## src/rtl/sram_ctrl.sv

```systemverilog
// Access sequencer for the SRAM macro: one request at a time, walking through
// bitline precharge, word-line pulse, optional sense, then a one-cycle response.
module sram_ctrl #(
  parameter int COLS    = 8,
  parameter int ROWS    = 16,
  parameter int ADDR_W  = $clog2(ROWS),
  parameter int PRE_CYC = 1,
  parameter int WL_CYC  = 2
) (
  input  logic              clk,
  input  logic              rst,
  input  logic              req_valid,
  output logic              req_ready,
  input  logic              req_we,
  input  logic [ADDR_W-1:0] req_addr,
  input  logic [COLS-1:0]   req_wdata,
  output logic              rsp_valid,
  output logic [COLS-1:0]   rsp_rdata,
  output logic              rsp_err,
  output logic              pre_en,
  output logic [ROWS-1:0]   wl,
  output logic              wr_en,
  output logic [COLS-1:0]   data_in,
  output logic              sae,
  input  logic [COLS-1:0]   sa_out
);

  localparam int CNT_MAX = (PRE_CYC > WL_CYC) ? PRE_CYC : WL_CYC;
  localparam int CNT_W   = (CNT_MAX > 1) ? $clog2(CNT_MAX) : 1;

  typedef enum logic [2:0] {IDLE, PRE, ACCESS, SENSE, DONE} state_t;

  state_t            state_reg, state_next;
  logic [CNT_W-1:0]  cnt_reg, cnt_next;
  logic              we_reg;
  logic              err_reg;
  logic [ADDR_W-1:0] addr_reg;
  logic              ready_reg;
  logic              accept;
  logic              req_oob;
  logic [ROWS-1:0]   wl_dec;

  assign req_ready = ready_reg;
  assign accept    = req_valid && ready_reg;
  assign req_oob   = (32'(req_addr) >= ROWS);

  generate
    for (genvar gi = 0; gi < ROWS; gi++) begin : g_wl_dec
      assign wl_dec[gi] = (32'(addr_reg) == gi);
    end
  endgenerate

  always_ff @(posedge clk) begin
    if (rst) begin
      state_reg <= IDLE;
      cnt_reg   <= '0;
    end else begin
      state_reg <= state_next;
      cnt_reg   <= cnt_next;
    end
  end

  always_comb begin
    state_next = state_reg;
    cnt_next   = cnt_reg;
    case (state_reg)
      IDLE: begin
        if (accept) begin
          state_next = PRE;
          cnt_next   = '0;
        end
      end
      PRE: begin
        if (cnt_reg == CNT_W'(PRE_CYC - 1)) begin
          state_next = ACCESS;
          cnt_next   = '0;
        end else begin
          cnt_next = cnt_reg + CNT_W'(1);
        end
      end
      ACCESS: begin
        if (cnt_reg == CNT_W'(WL_CYC - 1)) begin
          state_next = we_reg ? DONE : SENSE;
          cnt_next   = '0;
        end else begin
          cnt_next = cnt_reg + CNT_W'(1);
        end
      end
      SENSE:   state_next = DONE;
      DONE:    state_next = IDLE;
      default: state_next = IDLE;
    endcase
  end

  // Outputs are loaded from the state being entered, so each one is a clean
  // register that is a pure function of the current state and latched request.
  always_ff @(posedge clk) begin
    if (rst) begin
      we_reg    <= 1'b0;
      err_reg   <= 1'b0;
      addr_reg  <= '0;
      ready_reg <= 1'b1;
      data_in   <= '0;
      pre_en    <= 1'b0;
      wl        <= '0;
      wr_en     <= 1'b0;
      sae       <= 1'b0;
      rsp_valid <= 1'b0;
      rsp_err   <= 1'b0;
      rsp_rdata <= '0;
    end else begin
      if (accept) begin
        we_reg   <= req_we;
        addr_reg <= req_addr;
        err_reg  <= req_oob;
        if (req_we) begin
          data_in <= req_wdata;
        end
      end
      ready_reg <= (state_next == IDLE);
      pre_en    <= (state_next == PRE);
      wl        <= ((state_next == ACCESS) && !err_reg) ? wl_dec : '0;
      wr_en     <= (state_next == ACCESS) && we_reg && !err_reg;
      sae       <= (state_next == SENSE);
      rsp_valid <= (state_next == DONE);
      rsp_err   <= (state_next == DONE) && err_reg;
      // Out-of-range reads still strobe the sense amps but must not disturb rsp_rdata.
      if ((state_reg == SENSE) && !err_reg) begin
        rsp_rdata <= sa_out;
      end
    end
  end

endmodule

```

## config.mk

```make
export PLATFORM = sky130hd
export DESIGN_NAME = sram_ctrl
export DESIGN_NICKNAME = d
export VERILOG_FILES = /design/src/rtl/sram_ctrl.sv
export SDC_FILE = /design/constraint.sdc
export NUM_CORES = 1
export LEC_CHECK = 0
export CAP_MARGIN = 20
export CORE_ASPECT_RATIO = 1.75
export CORE_UTILIZATION = 46
export DETAILED_ROUTE_END_ITERATION = 7
export HOLD_SLACK_MARGIN = 0.06
export PLACE_DENSITY = 0.83
export SLEW_MARGIN = 20
export SYNTH_ARGS = -nofsm -noshare
export SYNTH_HDL_FRONTEND = slang
export SYNTH_SLANG_ARGS = --single-unit
```

## constraint.sdc

```tcl
create_clock -name clk -period 1.8 [get_ports clk]
set_input_delay 0.27 -clock clk [delete_from_list [all_inputs] [get_ports clk]]
set_output_delay 0.27 -clock clk [all_outputs]
set_load 0.02 [all_outputs]
```

; Yosys cells after proc, flatten, opt, wreduce, memory -nomap -nowiden
; Index checks and enable logic that the tools add are counted.
[op_classes]
n_addsub = 1
eq_ne = 23
n_mux = 9
n_bitwise = 1
n_reduce_logical = 9
[ops]
columns = operator, count
row1 = $eq 4x4->1 const B, 8
row2 = $eq 4x3->1 const B, 4
row3 = $eq 3x2->1 const B, 4
row4 = $mux 3, 4
row5 = $pmux 3 s4, 1
row6 = $eq 4x2->1 const B, 2
row7 = $eq 3x1->1 const B, 2
row8 = $logic_not 3->1, 2
row9 = $eq 4x1->1 const B, 1
row10 = $logic_not 4->1, 1
row11 = $reduce_and 2->1, 2
row12 = $eq 3x3->1 const B, 1
row13 = $mux 1, 3
row14 = $pmux 1 s3, 1
row15 = $reduce_bool 3->1, 1
row16 = $logic_and 1x1->1, 2
row17 = $ne 2x2->1 const B, 1
row18 = $reduce_or 2->1, 1
row19 = $add 1x1->1 const B, 1
row20 = $not 1->1, 1
[word_totals]
reg_bits = 46
in_bits = 24
output_inout_bits = 38
elab_cells = 55

; Depth between registers and ports, before layout
[logic_depth]
depth_word = 6
ltp_mapped = 5
mapped_depth_nobuf = 3

; Least setup slack after synthesis
; No wires, ideal clock.
[synth_timing]
path_kind = register -> register
startpoint = register ready_reg (netlist: req_ready)
endpoint = register data_in[6]
t_arrival_ns = 1.081
required_time_ns = 1.729
setup_slack_ns = 0.648
stages_incl_launch_ff = 6
path_buffers = 2
period_less_slack_ns = 1.152
path_cell_list = dfxtp_1 > buf_2 > and3_1 > buf_2 > nand2_1 > a21oi_1
[synth_between]
elab_chain_cells = 2
[synth_rtl]
columns = element, line
row1 = start: declaration, 38  ; logic ready_reg;
row2 = start signal: assignment, 120  ; ready_reg <= (state_next == IDLE);
row3 = $logic_and 1x1->1, 44  ; assign accept = req_valid && ready_reg;
row4 = $reduce_and 2->1 (no source line), --
row5 = end signal: assignment, 117  ; data_in <= req_wdata;
row6 = end: declaration, 23  ; output logic [COLS-1:0] data_in,
; Every way passes these cells.
; A chain may end at the register's enable or synchronous reset.

; Worst setup path in the final report
[layout_timing]
startpoint = register rsp_rdata[7]
endpoint = output rsp_rdata[7]
[layout_rtl]
columns = element, line
row1 = start: declaration, 18  ; output logic [COLS-1:0] rsp_rdata,
row2 = start signal: assignment, 129  ; rsp_rdata <= sa_out;
; No word-level cell between the ends.

==> impl_summary.log <==
[metrics] status: completed
[metrics] number of violations of the max-capacitance limit: 0
[metrics] source-to-sink clock delay at the later pin of the worst-skew pair: 290 ps
[metrics] routed len/inst: 12.1 microns
[metrics] synthesized area: 0.00161 sq mm
[metrics] Layout Skew: 4.71 ps
[metrics] Antenna diodes: 0
[metrics] Data arrival, critical path: 1260 ps
[metrics] post-cts hold buffer count: 0
[metrics] critical path launch point type: flip-flop
[metrics] WHS Path Cells: 2
[metrics] vias in the first global route: 1341
[metrics] Reg clk slew, reported paths: 80 ps
[metrics] gp weighted congestion: 0.794
[metrics] I/O pins: 62
[metrics] post-detailed-route count of antenna-violating nets: 0
[metrics] via count: 1340
[metrics] synthesis warning total: 0
[metrics] count of cells along the worst register-to-register path: 3
[metrics] fin worst setup slack: 271 ps
[metrics] maximum clock frequency: 0.654 GHz
[metrics] syn_nets: 192
[metrics] register with the most flip-flops: wl
[metrics] total of buffers placed on input and output ports: 60
[metrics] hold path endpoint: data_in[4]
[metrics] slew of the pin with the lowest slew margin: 515 ps
[metrics] maximum number of buffers from clock root to sink: 2
[metrics] class of the worst hold path: reg2reg
[metrics] pin count of the biggest net entering global routing: 25
[metrics] crit-path leading delay family: buffers and inverters
[metrics] number of flip-flops under the largest register name: 16
[metrics] cell row count: 28
[metrics] CTS sink cnt: 46
[metrics] highest net fanout along the worst path: 2
[metrics] root buffer cell: sky130_fd_sc_hd__clkbuf_8
[metrics] commonest non-fill, non-tap cell in the layout: sky130_fd_sc_hd__clkdlybuf4s50_1
[metrics] fraction of layout cells with a size suffix above 1: 0.0702
[metrics] flip-flop and latch count after synthesis: 46
[metrics] worst ir drop on vdd: 0.872 mV
[metrics] leakage component of the power: 0.899 nW
[metrics] setup repair after global routing missed its margin: false
[metrics] core area: 0.00336 sq mm
[metrics] number of distinct library cells after synthesis: 33
[metrics] synthesis-to-layout area growth: 47.0%
[metrics] biggest regs: wl x16, data_in x8, rsp_rdata x8
[metrics] die height: 80.2 microns
[metrics] WP data required: 1530 ps
[metrics] number of clock buffers inserted by TritonCTS: 5
[metrics] WP buf/inv: 1
[metrics] CTS HTree Levels: 2
[metrics] starting density of the core: 0.478
[metrics] footprint of the flip-flops and latches: 921 sq um
[metrics] part of the Yosys area used for sequential elements: 0.572
[metrics] Final Hold Viols: 0
[metrics] relative slew slack: 0.656
[metrics] post-route DRC violation count: 0
[metrics] layout net count: 251
[metrics] die width: 46.7 microns
[metrics] max-slew violations: 0
[metrics] post-CTS setup buffer count: 0
[metrics] setup violation total in the final timing report: 0
[metrics] portion of the clock cycle consumed by the worst path in the final layout: 0.849
[metrics] end of the worst register-to-register path: wl[3]
[metrics] launching point of the worst reg2reg path: state_reg[0]
[metrics] area of the multi-input gates: 614 sq um
[metrics] cell breakdown of the critical path: clkdlybuf4s50_1
[metrics] worst reg-to-reg setup slack: 290 ps
[metrics] area share of the leading cell type in the synthesized netlist: 0.572
[metrics] Place WS: 164 ps
[metrics] worst hold start: data_in[4]
[metrics] CP max stage delay: 630 ps
[metrics] Period minus WS final: 1530 ps
[metrics] power density over cell area: 1130 mW/mm^2
[metrics] cell types occupying the most area after synthesis: sky130_fd_sc_hd__dfxtp_1, sky130_fd_sc_hd__nand2_1, sky130_fd_sc_hd__a21oi_1
[metrics] cell taking the most area after synthesis: sky130_fd_sc_hd__dfxtp_1
[metrics] total negative setup slack: 0 ps
[metrics] GRT overflow: 0
[metrics] crit path max-delay cell type: sky130_fd_sc_hd__clkdlybuf4s50_1
[metrics] Routed WL: 3310 microns
[metrics] global-route usage over all layers: 0.211
[metrics] initial antenna violation count: 0
[metrics] routed vias/inst: 4.91
[metrics] CTS resizes: 0
[metrics] fill cell instance count of the final layout: 288
[metrics] post-synthesis cell count: 168
[metrics] Starting DRT DRC Count: 14
[metrics] first-pass GRT wire length: 5730 microns
[metrics] CTS tree: done
[metrics] element type at the critical path end: primary output
[metrics] DRT Pass-1 Iters: 4
[metrics] overall die area: 0.00375 sq mm
[metrics] critical setup path kind: reg2out
[metrics] per-instance average area after synthesis: 9.58 sq um
[metrics] detailed placement HPWL: 2480 microns
[metrics] commonest non-fill, non-tap cells in the layout: sky130_fd_sc_hd__clkdlybuf4s50_1, sky130_fd_sc_hd__dfxtp_1, sky130_fd_sc_hd__nand2_1
[where the power goes]
part / total (mW) / switching (mW) / internal, mW
logic: 0.561 / 0.298 / 0.263
registers: 1.21 / 0.103 / 1.10
clock network: 0.915 / 0.324 / 0.591
total: 2.68 / 0.725 / 1.96
[worst register-to-register path, cell delays in order, from the launching register on]
cell	delay (ps)
sky130_fd_sc_hd__dfxtp_1	540
sky130_fd_sc_hd__xor2_2	230
sky130_fd_sc_hd__nand3_2	280
sky130_fd_sc_hd__nor4_1	350
[area by class of cell]
class,instances,area share
inverters,2,0.00317
well taps,45,0.0238
clock inverters,2,0.0254
clock buffers,6,0.0349
multi-input cells,109,0.260
flip-flops and latches,46,0.389
repair buffers,63,0.263
[how the worst max path moves through the flow]
stage,from,to,slack (ps),cells after the start
detailed placement,rst,wl[12],160,4
finish,rsp_rdata[7],rsp_rdata[7],270,1
global placement,rst,wl[1],240,4
floorplan,req_ready,data_in[6],650,5
global route,state_reg[0],wl[3],140,3
CTS,req_ready,req_ready,260,1
[per-stage QoR]
stage / hold slack (ps) / instance area, sq um / cells / total power, mW / util
4_1_cts: 458 / 2360 / 273 / 2.71 / 0.703
2_1_floorplan: 406 / 1610 / 168 / 1.62 / -
3_5_place_dp: 447 / 2220 / 265 / 1.79 / 0.661
6_report: 454 / 2360 / 273 / 2.68 / 0.703
5_1_grt: 480 / 2360 / 273 / 2.83 / 0.703
3_3_place_gp: 442 / 2220 / 265 / 1.78 / 0.661
[synth_stat cells (all sizes together)]
master	number
nand3	6
nand3b	2
o21a	1
buf	8
nor3	10
o21ai	3
and3	1
nand4	1
nand2	24
dfxtp	46
and2	1
nor3b	1
nor2	18
nor4	6
nor2b	1
a21oi	16
a21boi	1
inv	2
nand4bb	1
or4	1
nand2b	3
and2b	1
conb	1
xor2	1
clkbuf	3
mux2i	8
a211oi	1
[kinds of logic after synthesis]
kind of cell | share of synthesized area
and+or+nand+nor | 0.247
DFF | 0.572
AOI/OAI and AO/OA | 0.0731
buffers and inverters | 0.0459
muxes | 0.0498
xor gates and xnor gates | 0.0101
other | 0.00233
[per-layer routing]
metal	share of wire	vias to the layer above	GRT usage
met5	0	-	0
met3	0.037	11	0.0629
met2	0.58	42	0.379
met1	0.35	609	0.196
met4	0.040	0	0.117
li1	-	678	-
No activity file was read; power rests on OpenSTA's default activity.
